`src/rtl/vedm_energy_converter_pkg.sv`:
```
// Shared constants for the energy-converter controller: regulation thresholds,
// datapath widths and the uo_out pin map.
package vedm_energy_converter_pkg;

  localparam int DATA_W_DEF = 8;
  localparam int ENERGY_W   = 16;

  localparam logic [7:0] TARGET_DEF    = 8'd128;
  localparam logic [7:0] OV_THRESH_DEF = 8'd200;
  localparam logic [7:0] UV_THRESH_DEF = 8'd64;
  localparam logic [7:0] MAX_DUTY_DEF  = 8'd240;
  localparam logic [7:0] DUTY_INIT_DEF = 8'd128;

  localparam int PWM_BIT    = 0;
  localparam int PG_BIT     = 1;
  localparam int OV_BIT     = 2;
  localparam int UV_BIT     = 3;
  localparam int ENERGY_MSB = 7;
  localparam int ENERGY_LSB = 4;

  localparam int NIB_W = ENERGY_MSB - ENERGY_LSB + 1;

endpackage

```
`src/rtl/vedm_energy_converter_if.sv`:
```
// Tiny Tapeout user pin bundle; the harness drives it as master, the chip top
// consumes it as slave.
interface vedm_energy_converter_if;
  import vedm_energy_converter_pkg::*;

  logic [DATA_W_DEF-1:0] ui_in;
  logic [DATA_W_DEF-1:0] uo_out;
  logic [DATA_W_DEF-1:0] uio_in;
  logic [DATA_W_DEF-1:0] uio_out;
  logic [DATA_W_DEF-1:0] uio_oe;

  modport master (
    output ui_in,
    output uio_in,
    input  uo_out,
    input  uio_out,
    input  uio_oe
  );

  modport slave (
    input  ui_in,
    input  uio_in,
    output uo_out,
    output uio_out,
    output uio_oe
  );

endinterface

```
`src/rtl/vedm_pwm_gen.sv`:
```
// Free-running 8-bit PWM with a duty register nudged one step per period
// toward the voltage target.
module vedm_pwm_gen
  import vedm_energy_converter_pkg::*;
#(
  parameter int                DATA_W    = DATA_W_DEF,
  parameter logic [DATA_W-1:0] TARGET    = TARGET_DEF,
  parameter logic [DATA_W-1:0] MAX_DUTY  = MAX_DUTY_DEF,
  parameter logic [DATA_W-1:0] DUTY_INIT = DUTY_INIT_DEF
) (
  input  logic              clk,
  input  logic              rst_n,
  input  logic [DATA_W-1:0] avg,
  input  logic              pg,
  output logic              pwm,
  output logic [DATA_W-1:0] duty
);

  logic [DATA_W-1:0] cnt;

  // One saturating step toward TARGET; the loop runs regardless of the flags.
  function automatic logic [DATA_W-1:0] step_duty(input logic [DATA_W-1:0] d,
                                                  input logic [DATA_W-1:0] a);
    logic [DATA_W-1:0] r;
    r = d;
    if (a > TARGET) begin
      r = (d >= MAX_DUTY) ? MAX_DUTY : d + 1'b1;
    end else if (a < TARGET) begin
      r = (d == '0) ? '0 : d - 1'b1;
    end
    return r;
  endfunction

  always_ff @(posedge clk or negedge rst_n) begin
    if (!rst_n) begin
      cnt  <= '0;
      duty <= DUTY_INIT;
      pwm  <= 1'b0;
    end else begin
      cnt <= cnt + 1'b1;
      if (cnt == '1) begin
        duty <= step_duty(duty, avg);
      end
      pwm <= (cnt < duty) & pg;
    end
  end

endmodule

```
`src/rtl/vedm_energy_converter.sv`:
```
// Chip top: 4-tap moving average of the source sample, OV/UV flags, duty-loop
// PWM and a saturating delivered-energy accumulator behind the TT pin set.
module vedm_energy_converter
  import vedm_energy_converter_pkg::*;
#(
  parameter int                DATA_W    = DATA_W_DEF,
  parameter logic [DATA_W-1:0] TARGET    = TARGET_DEF,
  parameter logic [DATA_W-1:0] OV_THRESH = OV_THRESH_DEF,
  parameter logic [DATA_W-1:0] UV_THRESH = UV_THRESH_DEF,
  parameter logic [DATA_W-1:0] MAX_DUTY  = MAX_DUTY_DEF,
  parameter logic [DATA_W-1:0] DUTY_INIT = DUTY_INIT_DEF
) (
  input  logic                   clk,
  input  logic                   rst_n,
  input  logic                   vdd,
  input  logic                   gnd,
  vedm_energy_converter_if.slave tt
);

  logic [DATA_W-1:0]   samp_p0, samp_p1, samp_p2, samp_p3;
  logic [DATA_W+1:0]   sum_c;
  logic [DATA_W-1:0]   avg_p1;
  logic                ov_c, uv_c;
  logic                ov_p2, uv_p2, pg_p2;
  logic                pwm;
  logic [DATA_W-1:0]   duty;
  logic [ENERGY_W-1:0] energy_p2;
  logic [NIB_W-1:0]    energy_nib_p3;
  logic [DATA_W-1:0]   uo_c;
  logic                unused_pins;

  function automatic logic [ENERGY_W-1:0] sat_acc(input logic [ENERGY_W-1:0] acc,
                                                  input logic [DATA_W-1:0]   inc);
    logic [ENERGY_W:0] t;
    t = {1'b0, acc} + {{(ENERGY_W + 1 - DATA_W){1'b0}}, inc};
    return t[ENERGY_W] ? '1 : t[ENERGY_W-1:0];
  endfunction

  // Stage p0: sample shift line
  always_ff @(posedge clk or negedge rst_n) begin
    if (!rst_n) begin
      samp_p0 <= '0;
      samp_p1 <= '0;
      samp_p2 <= '0;
      samp_p3 <= '0;
    end else begin
      samp_p0 <= tt.ui_in;
      samp_p1 <= samp_p0;
      samp_p2 <= samp_p1;
      samp_p3 <= samp_p2;
    end
  end

  assign sum_c = {2'b00, samp_p0} + {2'b00, samp_p1}
               + {2'b00, samp_p2} + {2'b00, samp_p3};

  // Stage p1: truncated average
  always_ff @(posedge clk or negedge rst_n) begin
    if (!rst_n) begin
      avg_p1 <= '0;
    end else begin
      avg_p1 <= sum_c[DATA_W+1:2];
    end
  end

  assign ov_c = (avg_p1 >= OV_THRESH);
  assign uv_c = (avg_p1 <  UV_THRESH);

  // Stage p2: voltage flags and energy accumulation
  always_ff @(posedge clk or negedge rst_n) begin
    if (!rst_n) begin
      ov_p2     <= 1'b0;
      uv_p2     <= 1'b0;
      pg_p2     <= 1'b0;
      energy_p2 <= '0;
    end else begin
      ov_p2 <= ov_c;
      uv_p2 <= uv_c;
      pg_p2 <= !ov_c & !uv_c;
      if (pwm) begin
        energy_p2 <= sat_acc(energy_p2, avg_p1);
      end
    end
  end

  vedm_pwm_gen #(
    .DATA_W    (DATA_W),
    .TARGET    (TARGET),
    .MAX_DUTY  (MAX_DUTY),
    .DUTY_INIT (DUTY_INIT)
  ) u_pwm (
    .clk   (clk),
    .rst_n (rst_n),
    .avg   (avg_p1),
    .pg    (pg_p2),
    .pwm   (pwm),
    .duty  (duty)
  );

  // Stage p3: energy nibble for the logging pins
  always_ff @(posedge clk or negedge rst_n) begin
    if (!rst_n) begin
      energy_nib_p3 <= '0;
    end else begin
      energy_nib_p3 <= energy_p2[ENERGY_W-1 -: NIB_W];
    end
  end

  always_comb begin
    uo_c                        = '0;
    uo_c[PWM_BIT]               = pwm;
    uo_c[PG_BIT]                = pg_p2;
    uo_c[OV_BIT]                = ov_p2;
    uo_c[UV_BIT]                = uv_p2;
    uo_c[ENERGY_MSB:ENERGY_LSB] = energy_nib_p3;
  end

  assign tt.uo_out  = uo_c;
  assign tt.uio_out = '0;
  assign tt.uio_oe  = '0;

  assign unused_pins = &{1'b0, vdd, gnd, tt.uio_in};

endmodule

```
`src/flat_wrapper.sv`:
```
// flat-port wrapper written by rule: the top's interface ports become plain ports
module vedm_energy_converter_flat import vedm_energy_converter_pkg::*;
#(
  parameter int                DATA_W    = DATA_W_DEF,
  parameter logic [DATA_W-1:0] TARGET    = TARGET_DEF,
  parameter logic [DATA_W-1:0] OV_THRESH = OV_THRESH_DEF,
  parameter logic [DATA_W-1:0] UV_THRESH = UV_THRESH_DEF,
  parameter logic [DATA_W-1:0] MAX_DUTY  = MAX_DUTY_DEF,
  parameter logic [DATA_W-1:0] DUTY_INIT = DUTY_INIT_DEF
)
  (clk, rst_n, vdd, gnd, tt_ui_in, tt_uio_in, tt_uo_out, tt_uio_out, tt_uio_oe);
  vedm_energy_converter_if tt_i ();
  input  logic clk;
  input  logic rst_n;
  input  logic vdd;
  input  logic gnd;
  input wire logic [$bits(tt_i.ui_in)-1:0] tt_ui_in;
  input wire logic [$bits(tt_i.uio_in)-1:0] tt_uio_in;
  output wire logic [$bits(tt_i.uo_out)-1:0] tt_uo_out;
  output wire logic [$bits(tt_i.uio_out)-1:0] tt_uio_out;
  output wire logic [$bits(tt_i.uio_oe)-1:0] tt_uio_oe;
  assign tt_i.ui_in = tt_ui_in;
  assign tt_i.uio_in = tt_uio_in;
  assign tt_uo_out = tt_i.uo_out;
  assign tt_uio_out = tt_i.uio_out;
  assign tt_uio_oe = tt_i.uio_oe;
  vedm_energy_converter #(.DATA_W(DATA_W), .TARGET(TARGET), .OV_THRESH(OV_THRESH), .UV_THRESH(UV_THRESH), .MAX_DUTY(MAX_DUTY), .DUTY_INIT(DUTY_INIT)) u_core (.clk(clk), .rst_n(rst_n), .vdd(vdd), .gnd(gnd), .tt(tt_i));
endmodule
```
`config.mk`:
```
export PLATFORM = sky130hd
export DESIGN_NAME = vedm_energy_converter_flat
export DESIGN_NICKNAME = d
export VERILOG_FILES = /design/src/rtl/vedm_energy_converter_pkg.sv /design/src/rtl/vedm_energy_converter_if.sv /design/src/rtl/vedm_pwm_gen.sv /design/src/rtl/vedm_energy_converter.sv /design/src/flat_wrapper.sv
export SDC_FILE = /design/constraint.sdc
export NUM_CORES = 1
export LEC_CHECK = 0
export ABC_AREA = 0
export CORE_MARGIN = 2
export CORE_UTILIZATION = 64
export DETAILED_ROUTE_END_ITERATION = 16
export DONT_BUFFER_PORTS = 1
export GPL_TIMING_DRIVEN = 0
export PLACE_DENSITY = 0.8
export SLEW_MARGIN = 20
export SYNTH_ARGS = -nofsm -noshare
export SYNTH_HDL_FRONTEND = slang
export SYNTH_SLANG_ARGS = --single-unit
```
`constraint.sdc`:
```
create_clock -name clk -period 3.8 [get_ports clk]
set_clock_uncertainty 0.15 [all_clocks]
set_input_delay 0.76 -clock clk [delete_from_list [all_inputs] [get_ports clk]]
set_output_delay 0.76 -clock clk [all_outputs]
set_load 0.02 [all_outputs]
```
==> impl_metrics.ini, run 1 <==
[run_status]
status = finished clean

[floorplan]
start_util = 0.6531
pin_count = 44
die_w_um = 86.80
die_h_um = 86.80
core_um2 = 6719
std_cell_rows = 30
die_area_um2 = 7534

[clock_network]
cts_tree = yes
cts-htree-levels = 3
postCtsSetupRepairBufs = 0
cts_sinks = 80
clkTransAtPathRegs_ns = 0.08
cts-root-buf = clkbuf_8
insertion_delay_ns = 0.35
cts_made_buffers = 9
clock_path_buffers = 2

[synthesis]
synthArstFlopShare = 1.000
synth.distinct_cells = 59
syn_avg_cell_area_um2 = 10.32
synthFlopType = dfrtp_1
synth_edf_count = 0
synth_warnings = 0
ys_seq_area_frac = 0.4565
synth_cells = 425
synthesis.area_um2 = 4388
synth_seq_cells = 80

[routing]
drt_pass1_iterations = 6
top_layer = met4
dr_wl_met2_um = 3681
drt.antenna.violating_nets = 0
wl_met1_um = 3075
vias = 2995
routed-wl-met3_um = 322
routed_wl_um = 7201
wl_per_cell_um = 13.41
initialDrtViolationCount = 102
routed_via_density = 5.577
drcViolationCount = 0

[layout]
final_common_cell = dfrtp_1
layout_common_cells = 79 x dfrtp_1, 47 x inv_1, 34 x ha_1, 32 x nor2_1, 24 x o21ai_0
ff_latch_area_um2 = 2003
diodes = 0
multiInputGateArea_um2 = 2095
area_delta_synth_final_pct = 8.982
drive_above_1_share = 0.1072
n_fill_cell = 489
stdcell_area_um2 = 4782
nNetsFinal = 516
final_cells = 537

[critical_path]
crit_required_ns = 3.92
slowest_delay_ns = 0.43
critPathKind = reg -> reg
path_max_fanout = 5
reg2reg_from = u_core.samp_p1[1]
cp_common_cell = a21oi_1
cp_slowest_cell = fa_1
startpoint_type = register
arrival_ns = 3.61
end_kind = register
cp_cell_sequence = ha_1 -> a21oi_1 -> nor2b_1 -> o21ai_0 -> a21boi_1 -> nor2_1 -> xor2_1 -> fa_1 -> inv_1 -> ha_1 -> a21oi_1 -> o21ai_0 -> a31o_2 -> a21oi_1 -> xnor2_1
startpoint = u_core.samp_p1[1]

[placed_design]
dpl.cell_count = 520
placement.cell_area_um2 = 4544
place.gp.congestion = 0.8634
io_buffers = 0
dp_hpwl_um = 5304

[sta]
min_period_over_period = 0.9193
fmax_mhz = 286.2
fin_hold_ws_ns = 0.09206
setup_violations = 0
worst_slew_pin_slew_ns = 0.6364
rsz0062_at_grt = no
final_max_slew_viol_count = 0
hold_violations = 0
slew-limit-headroom = 0.5725
timing.final.crit_period_ns = 3.493
fin_setup_tns_ns = 0

[global_route]
grt_pass1_vias = 3033
antenna_found_initial = 0
grt_pass1_wl_um = 12840
grt_max_degree = 80
track_usage = 0.2177
grt_overflow = 0

[power_and_ir_drop]
finalPower_mw = 2.214
max-vdd-ir-drop_mv = 0.3130
powerDensity_nw_per_um2 = 463.0
cellLeakagePower_nw = 2.329

[hold_path]
min_path_type = in -> async

[job]
cap_violations = 0
-- timing repair --
item	CTS	global route
resized for setup	0	1
endpoints found under the setup margin	0	1
hold buffers	1	0
hold endpoints to repair	79	0
-- power breakdown --
group	total [mW]	switching (mW)	leakage (nW)	internal, mW
sequential	0.983	0.0550	1.00	0.928
clock	0.652	0.322	0.104	0.329
combinational	0.580	0.318	1.22	0.261
total	2.21	0.696	2.33	1.52
-- worst paths after layout --
kind                                        end  slack (ns)  cells after the start
hold / removal             u_core.u_pwm.duty[7]        0.09                      0
setup / recovery               u_core.avg_p1[6]        0.31                     15
max in group asynchronous     u_core.samp_p1[5]        3.06                      1
setup reg to reg               u_core.avg_p1[6]        0.31                     15
hold reg to reg               u_core.samp_p3[4]        0.23                      0
min in group clk              u_core.samp_p3[4]        0.23                      0
-- kinds of logic after synthesis --
family,after synthesis,synth area share
buf+inv,72,0.07898
fa+ha+maj,44,0.1426
flops,80,0.4565
simple gates,101,0.1115
mux,4,0.009980
compound gates,100,0.1537
other cells,1,0.0008546
xor+xnor,23,0.04591
-- critical path, delay by kind of cell, from the launching register on --
kind / cells / cell delay (ns)
adders and majority gates: 3 / 1.01
and+or+nand+nor: 2 / 0.20
xor gates and xnor gates: 2 / 0.33
AOI/OAI and AO/OA: 7 / 1.26
buffers and inverters: 1 / 0.07
DFF: 1 / 0.40
-- cells in the mapped netlist, drive strengths merged, types with 2 or more instances --
cell type,number,share of area
a211o,2,0.0040
a211oi,4,0.0068
a21boi,3,0.0051
a21o,5,0.0086
a21oi,22,0.025
a22oi,2,0.0034
a31oi,3,0.0057
and2,3,0.0043
and3,5,0.0071
buf,21,0.035
clkbuf,4,0.0034
dfrtp,79,0.45
fa,10,0.046
ha,34,0.097
inv,47,0.040
mux2,3,0.0077
nand2,20,0.017
nand2b,3,0.0043
nand3,10,0.011
nor2,32,0.027
nor2b,10,0.014
nor3,8,0.0091
o211ai,5,0.0086
o21a,4,0.0068
o21ai,26,0.033
o21bai,4,0.0068
o22ai,3,0.0057
o31a,3,0.0060
o31ai,2,0.0034
or3,3,0.0043
xnor2,14,0.028
xor2,9,0.018
-- stage by stage --
stage          utilization  worst slack, ns
2_1_floorplan            -           0.6006
3_3_place_gp        0.6764           0.3341
3_5_place_dp        0.6764           0.2420
4_1_cts             0.7117           0.2093
5_1_grt             0.7117          0.01109
6_report            0.7117           0.3065
-- routing by layer --
metal / vias to the layer above / global-route usage
met5: - / 0
met4: 0 / 0.09233
met3: 10 / 0.04286
met2: 65 / 0.3657
met1: 1442 / 0.2748
li1: 1478 / -
-- cell type report --
| type | count | area share |
|---|---|---|
| plain buffers | 25 | 0.03558 |
| clock buffers | 10 | 0.02878 |
| clock inverters | 6 | 0.01518 |
| inverters | 47 | 0.03689 |
| multi-input cells | 288 | 0.4380 |
| flip-flops and latches | 80 | 0.4189 |
| well taps | 80 | 0.02093 |
| repair buffers | 1 | 0.005756 |
-- flip-flops by register name, summed over array words and instances (netlist names) --
signal	count
u_core.avg_p1	8
u_core.u_pwm.pwm	1
u_core.pg_p2	1
u_core.samp_p3	8
u_core.u_pwm.cnt	8
u_core.energy_p2	16
u_core.u_pwm.duty	8
u_core.samp_p0	8
u_core.samp_p2	8
u_core.samp_p1	8
u_core.uv_p2	1
u_core.ov_p2	1
u_core.energy_nib_p3	4
Note: power is estimated with default switching activity, not from simulation.
==> run 2, diff against run 1 <==
--- a/config.mk
+++ b/config.mk
@@ -12,6 +12,7 @@
 export DONT_BUFFER_PORTS = 1
 export GPL_TIMING_DRIVEN = 0
 export PLACE_DENSITY = 0.8
+export REMOVE_ABC_BUFFERS = 1
 export SLEW_MARGIN = 20
 export SYNTH_ARGS = -nofsm -noshare
 export SYNTH_HDL_FRONTEND = slang
==> run 2 against run 1 <==
Clock power barely moved; worst hold slack improved by 0.0053 ns; highest routed layer unchanged; final cell count fell by 4.8%; critical path type unchanged; via count fell by 1.8%; power fell by 1.3%.
==> impl_metrics.ini, run 2 (synthesis gave the netlist of run 1 again) <==
[run_status]
status = finished clean

[clock_network]
insertion_delay_ns = 0.34
clock_path_buffers = 2
cts_sinks = 80
cts_made_buffers = 9
cts-root-buf = clkbuf_8
postCtsSetupRepairBufs = 0
cts-htree-levels = 3
cts_tree = yes
clkTransAtPathRegs_ns = 0.08

[power_and_ir_drop]
max-vdd-ir-drop_mv = 0.3160
power_frac_comb = 0.240
intPower_mw = 1.527
cellLeakagePower_nw = 2.213
clkPwrFrac = 0.300
switching_share = 0.3013
switchingPower_mw = 0.6583
pwr-share-seq = 0.460
powerDensity_nw_per_um2 = 474.7

[critical_path]
arrival_ns = 3.62
critPathKind = reg -> reg
startpoint_type = register
reg2regPathDepth = 14
cp_cell_sequence = ha_1 -> nor2b_1 -> o21ai_0 -> a21boi_1 -> nor2_1 -> xor2_1 -> fa_1 -> inv_1 -> ha_1 -> a21oi_1 -> o211ai_1 -> a31o_2 -> a21oi_1 -> xnor2_1
cp_slowest_cell = fa_1
reg2reg_from = u_core.samp_p1[2]
crit_required_ns = 3.92
end_kind = register
ff2ff_setup_slack_ns = 0.29
path_max_fanout = 5
r2r-end = u_core.avg_p1[6]
slowest_delay_ns = 0.49

[job]
cap_violations = 0

[routing]
vias = 2940
drcViolationCount = 0
wl_per_cell_um = 14.59
routed_via_density = 5.753
drt.antenna.violating_nets = 0
routed_wl_um = 7456
drt_pass1_iterations = 4
initialDrtViolationCount = 134

[layout]
final_cells = 511
area_delta_synth_final_pct = 4.904
diodes = 0
layout_common_cells = 79 x dfrtp_1, 47 x inv_1, 34 x ha_1, 32 x nor2_1, 23 x o21ai_0
final_common_cell = dfrtp_1
nNetsFinal = 491
max_flop_register = u_core.energy_p2
largest_reg_flops = 16
drive_above_1_share = 0.05800

[global_route]
grt_pass1_vias = 3029
grt_overflow = 0
antenna_found_initial = 0
grt_max_degree = 80
grt_pass1_wl_um = 13200
track_usage = 0.2245

[sta]
fin_setup_tns_ns = 0
final_max_slew_viol_count = 0
fmax_mhz = 285.2
slew-limit-headroom = 0.4938
setup_violations = 0
min_period_over_period = 0.9226
rsz0062_at_grt = no
worst_slew_pin_slew_ns = 0.7593
timing.final.crit_period_ns = 3.506
hold_violations = 0

[floorplan]
std_cell_rows = 30
die_w_um = 86.80
core_um2 = 6719
die_area_um2 = 7534
die_h_um = 86.80
pin_count = 44
start_util = 0.6531

[placed_design]
io_buffers = 0
dpl.cell_count = 495
dp_hpwl_um = 5306
place.gp.congestion = 0.8651

[hold_path]
min_path_type = in -> async
## run 2: power groups by stage
| stage | logic (mW) | registers, mW | clock network, mW |
|---|---|---|---|
| floorplan | 0.426 | 1.00 | 0 |
| global placement | 0.482 | 1.02 | 0 |
| detailed placement | 0.505 | 1.02 | 0 |
| CTS | 0.528 | 1.01 | 0.669 |
| global route | 0.606 | 1.02 | 0.705 |
| finish | 0.525 | 1.01 | 0.655 |
## run 2: repair_timing
item | in CTS | in global routing
endpoints found under the hold margin | 79 | 0
hold buffers | 1 | 0
endpoints found under the setup margin | 0 | 1
resized for setup | 0 | 2
## run 2: final cells by class
type / count / area, µm²
Sequential cell: 80 / 2003
Inverter: 47 / 176.4
Tap cell: 80 / 100.1
Clock inverter: 4 / 70.07
Multi-Input combinational cell: 288 / 2095
Fill cell: 500 / 2116
Timing Repair Buffer: 1 / 27.53
Clock buffer: 11 / 131.4
## run 2: per-layer routing
metal / vias to the layer above / routed length [µm] / global-route usage
met5: - / 0 / 0
met4: 0 / 189 / 0.1080
met3: 15 / 262 / 0.03333
met2: 50 / 3790 / 0.3768
met1: 1448 / 3214 / 0.2855
li1: 1427 / - / -
## run 2: critical path: cells and delay by family, from the launching register on
family,cells,cell delay (ns)
flops,1,0.39
simple gates,2,0.26
fa+ha+maj,3,1.17
compound gates,6,1.13
xor+xnor,2,0.30
buf+inv,1,0.04
## run 2: worst max-delay path by stage
stage                            end  slack, ns  depth (start not counted)              start
finish              u_core.avg_p1[6]       0.29                         14  u_core.samp_p1[2]
CTS                 u_core.avg_p1[6]       0.24                         15  u_core.samp_p1[1]
global placement    u_core.avg_p1[6]       0.35                         15  u_core.samp_p0[1]
floorplan           u_core.avg_p1[6]       0.60                         15  u_core.samp_p1[1]
global route        u_core.avg_p1[6]       0.02                         15  u_core.samp_p1[1]
detailed placement  u_core.avg_p1[6]       0.26                         15  u_core.samp_p1[1]
## run 2: metrics by stage
step | power (mW) | utilization | setup slack [ns] | hold slack, ns | cell area, µm²
floorplan | 1.426 | - | 0.6006 | 0.2037 | 4274
global placement | 1.498 | 0.6510 | 0.3471 | 0.2072 | 4374
detailed placement | 1.529 | 0.6510 | 0.2640 | 0.2116 | 4374
CTS | 2.203 | 0.6851 | 0.2370 | 0.08514 | 4603
global route | 2.328 | 0.6851 | 0.01553 | 0.08790 | 4603
finish | 2.185 | 0.6851 | 0.2939 | 0.09737 | 4603
==> run 3, diff against run 2 <==
--- a/config.mk
+++ b/config.mk
@@ -6,13 +6,14 @@
 export NUM_CORES = 1
 export LEC_CHECK = 0
 export ABC_AREA = 0
+export CELL_PAD_IN_SITES_DETAIL_PLACEMENT = 1
+export CELL_PAD_IN_SITES_GLOBAL_PLACEMENT = 1
 export CORE_MARGIN = 2
-export CORE_UTILIZATION = 64
+export CORE_UTILIZATION = 50
 export DETAILED_ROUTE_END_ITERATION = 16
 export DONT_BUFFER_PORTS = 1
 export GPL_TIMING_DRIVEN = 0
-export PLACE_DENSITY = 0.8
-export REMOVE_ABC_BUFFERS = 1
+export PLACE_DENSITY_LB_ADDON = 0.1
 export SLEW_MARGIN = 20
 export SYNTH_ARGS = -nofsm -noshare
 export SYNTH_HDL_FRONTEND = slang
==> run 3 against run 2 <==
Clock power rose by 7.2%; setup slack improved by 0.016 ns; final cell count rose by 11%; maximum frequency rose by 0.46%; critical path type unchanged.
==> impl_metrics.ini, run 3 (synthesis gave the netlist of run 1 again) <==
[run_status]
status = finished clean

[layout]
n_fill_cell = 985
max_flop_register = u_core.energy_p2
diodes = 0
nNetsFinal = 516
final_common_cell = dfrtp_1
largest_reg_flops = 16
final_cells = 565
drive_above_1_share = 0.1072
layout_common_cells = 79 x dfrtp_1, 47 x inv_1, 34 x ha_1, 32 x nor2_1, 24 x o21ai_0
area_delta_synth_final_pct = 10.04

[clock_network]
cts_made_buffers = 9
cts-root-buf = clkbuf_8
postCtsSetupRepairBufs = 0
clkTransAtPathRegs_ns = 0.09
cts-htree-levels = 3
cts_sinks = 80
insertion_delay_ns = 0.35
cts_tree = yes
clock_path_buffers = 2

[power_and_ir_drop]
powerDensity_nw_per_um2 = 474.2
cellLeakagePower_nw = 2.332
max-vdd-ir-drop_mv = 0.2877

[routing]
routed_via_density = 5.434
drt.antenna.violating_nets = 0
wl_per_cell_um = 15.73
initialDrtViolationCount = 103
drcViolationCount = 0
routed_wl_um = 8886
drt_pass1_iterations = 4
vias = 3070

[critical_path]
slowest_delay_ns = 0.48
crit_family = compound AO/OA/AOI/OAI gates
critPathKind = reg -> reg
path_max_fanout = 5
crit_required_ns = 3.93
cp.buffers_inverters = 1
cp_slowest_cell = fa_1
startpoint_type = register
cp_cell_sequence = ha_1 -> a21oi_1 -> nor2b_1 -> o21ai_0 -> a21boi_1 -> nor2_1 -> xor2_1 -> fa_1 -> inv_1 -> ha_1 -> a21oi_2 -> o21ai_0 -> a31o_2 -> a21oi_1 -> xnor2_1
arrival_ns = 3.62
end_kind = register

[placed_design]
io_buffers = 0
place.gp.congestion = 0.7993
dpl.cell_count = 548
dp_hpwl_um = 6431

[global_route]
grt_overflow = 0
grt_pass1_vias = 3231
grt_pass1_wl_um = 15380
grt_max_degree = 80
antenna_found_initial = 0
track_usage = 0.2023

[floorplan]
die_w_um = 97.68
pin_count = 44
std_cell_rows = 34
start_util = 0.5081
die_area_um2 = 9541
die_h_um = 97.68
core_um2 = 8636

[sta]
min_period_over_period = 0.9184
fmax_mhz = 286.5
hold_violations = 0
final_max_slew_viol_count = 0
setup_violations = 0
worst_slew_pin_slew_ns = 0.7116
slew-limit-headroom = 0.5219
fin_setup_tns_ns = 0
timing.final.crit_period_ns = 3.490
rsz0062_at_grt = no

[job]
cap_violations = 0

[hold_path]
min_path_type = in -> async
run 3: final timing paths:
path	startpoint	end	slack (ns)	cells after the start
worst max-delay path	u_core.samp_p1[1]	u_core.avg_p1[6]	0.31	15
worst min-delay path	rst_n	u_core.u_pwm.duty[7]	0.09	0
worst max register to register	u_core.samp_p1[1]	u_core.avg_p1[6]	0.31	15
worst min register to register	u_core.samp_p2[4]	u_core.samp_p3[4]	0.23	0
max in group asynchronous	rst_n	u_core.energy_p2[11]	3.03	1
min in group clk	u_core.samp_p2[4]	u_core.samp_p3[4]	0.23	0
run 3: what timing repair did:
item / CTS / global route
hold endpoints to repair: 79 / 0
gates resized for setup: 0 / 2
hold buffers: 1 / 0
setup endpoints to repair: 0 / 1
run 3: through the flow:
step                        util  power [mW]  worst slack, ns  hold WS, ns  cell area [µm²]
final                     0.5591       2.290           0.3101      0.08719             4828
after global placement    0.5303       1.545           0.2637       0.2075             4579
after CTS                 0.5587       2.314           0.1160      0.07109             4825
after global routing      0.5591       2.437          0.01979      0.05140             4828
after detailed placement  0.5303       1.575           0.1550       0.2123             4579
after floorplan                -       1.459           0.6006       0.2037             4444
run 3: where the power goes:
| part | total (mW) | switching, mW | internal (mW) | leakage (nW) |
|---|---|---|---|---|
| clock network | 0.702 | 0.328 | 0.374 | 0.107 |
| registers | 0.984 | 0.0568 | 0.928 | 1.00 |
| logic | 0.603 | 0.339 | 0.265 | 1.22 |
| total | 2.29 | 0.723 | 1.57 | 2.33 |
run 3: cell type report:
cell class / count / area (µm²) / share of cell area
clock buffers: 10 / 127.6 / 0.02643
flip-flops and latches: 80 / 2003 / 0.4149
well taps: 108 / 135.1 / 0.02799
inverters: 47 / 176.4 / 0.03654
plain buffers: 25 / 170.2 / 0.03524
clock inverters: 6 / 90.09 / 0.01866
repair buffers: 1 / 27.53 / 0.005701
multi-input cells: 288 / 2098 / 0.4346
run 3: per-layer routing:
| layer | wire length [µm] | track usage | vias to the layer above |
|---|---|---|---|
| li1 | - | - | 1480 |
| met1 | 3868 | 0.2570 | 1550 |
| met2 | 4692 | 0.3480 | 31 |
| met3 | 212 | 0.04101 | 9 |
| met4 | 112 | 0.06410 | 0 |
| met5 | 0 | 0 | - |
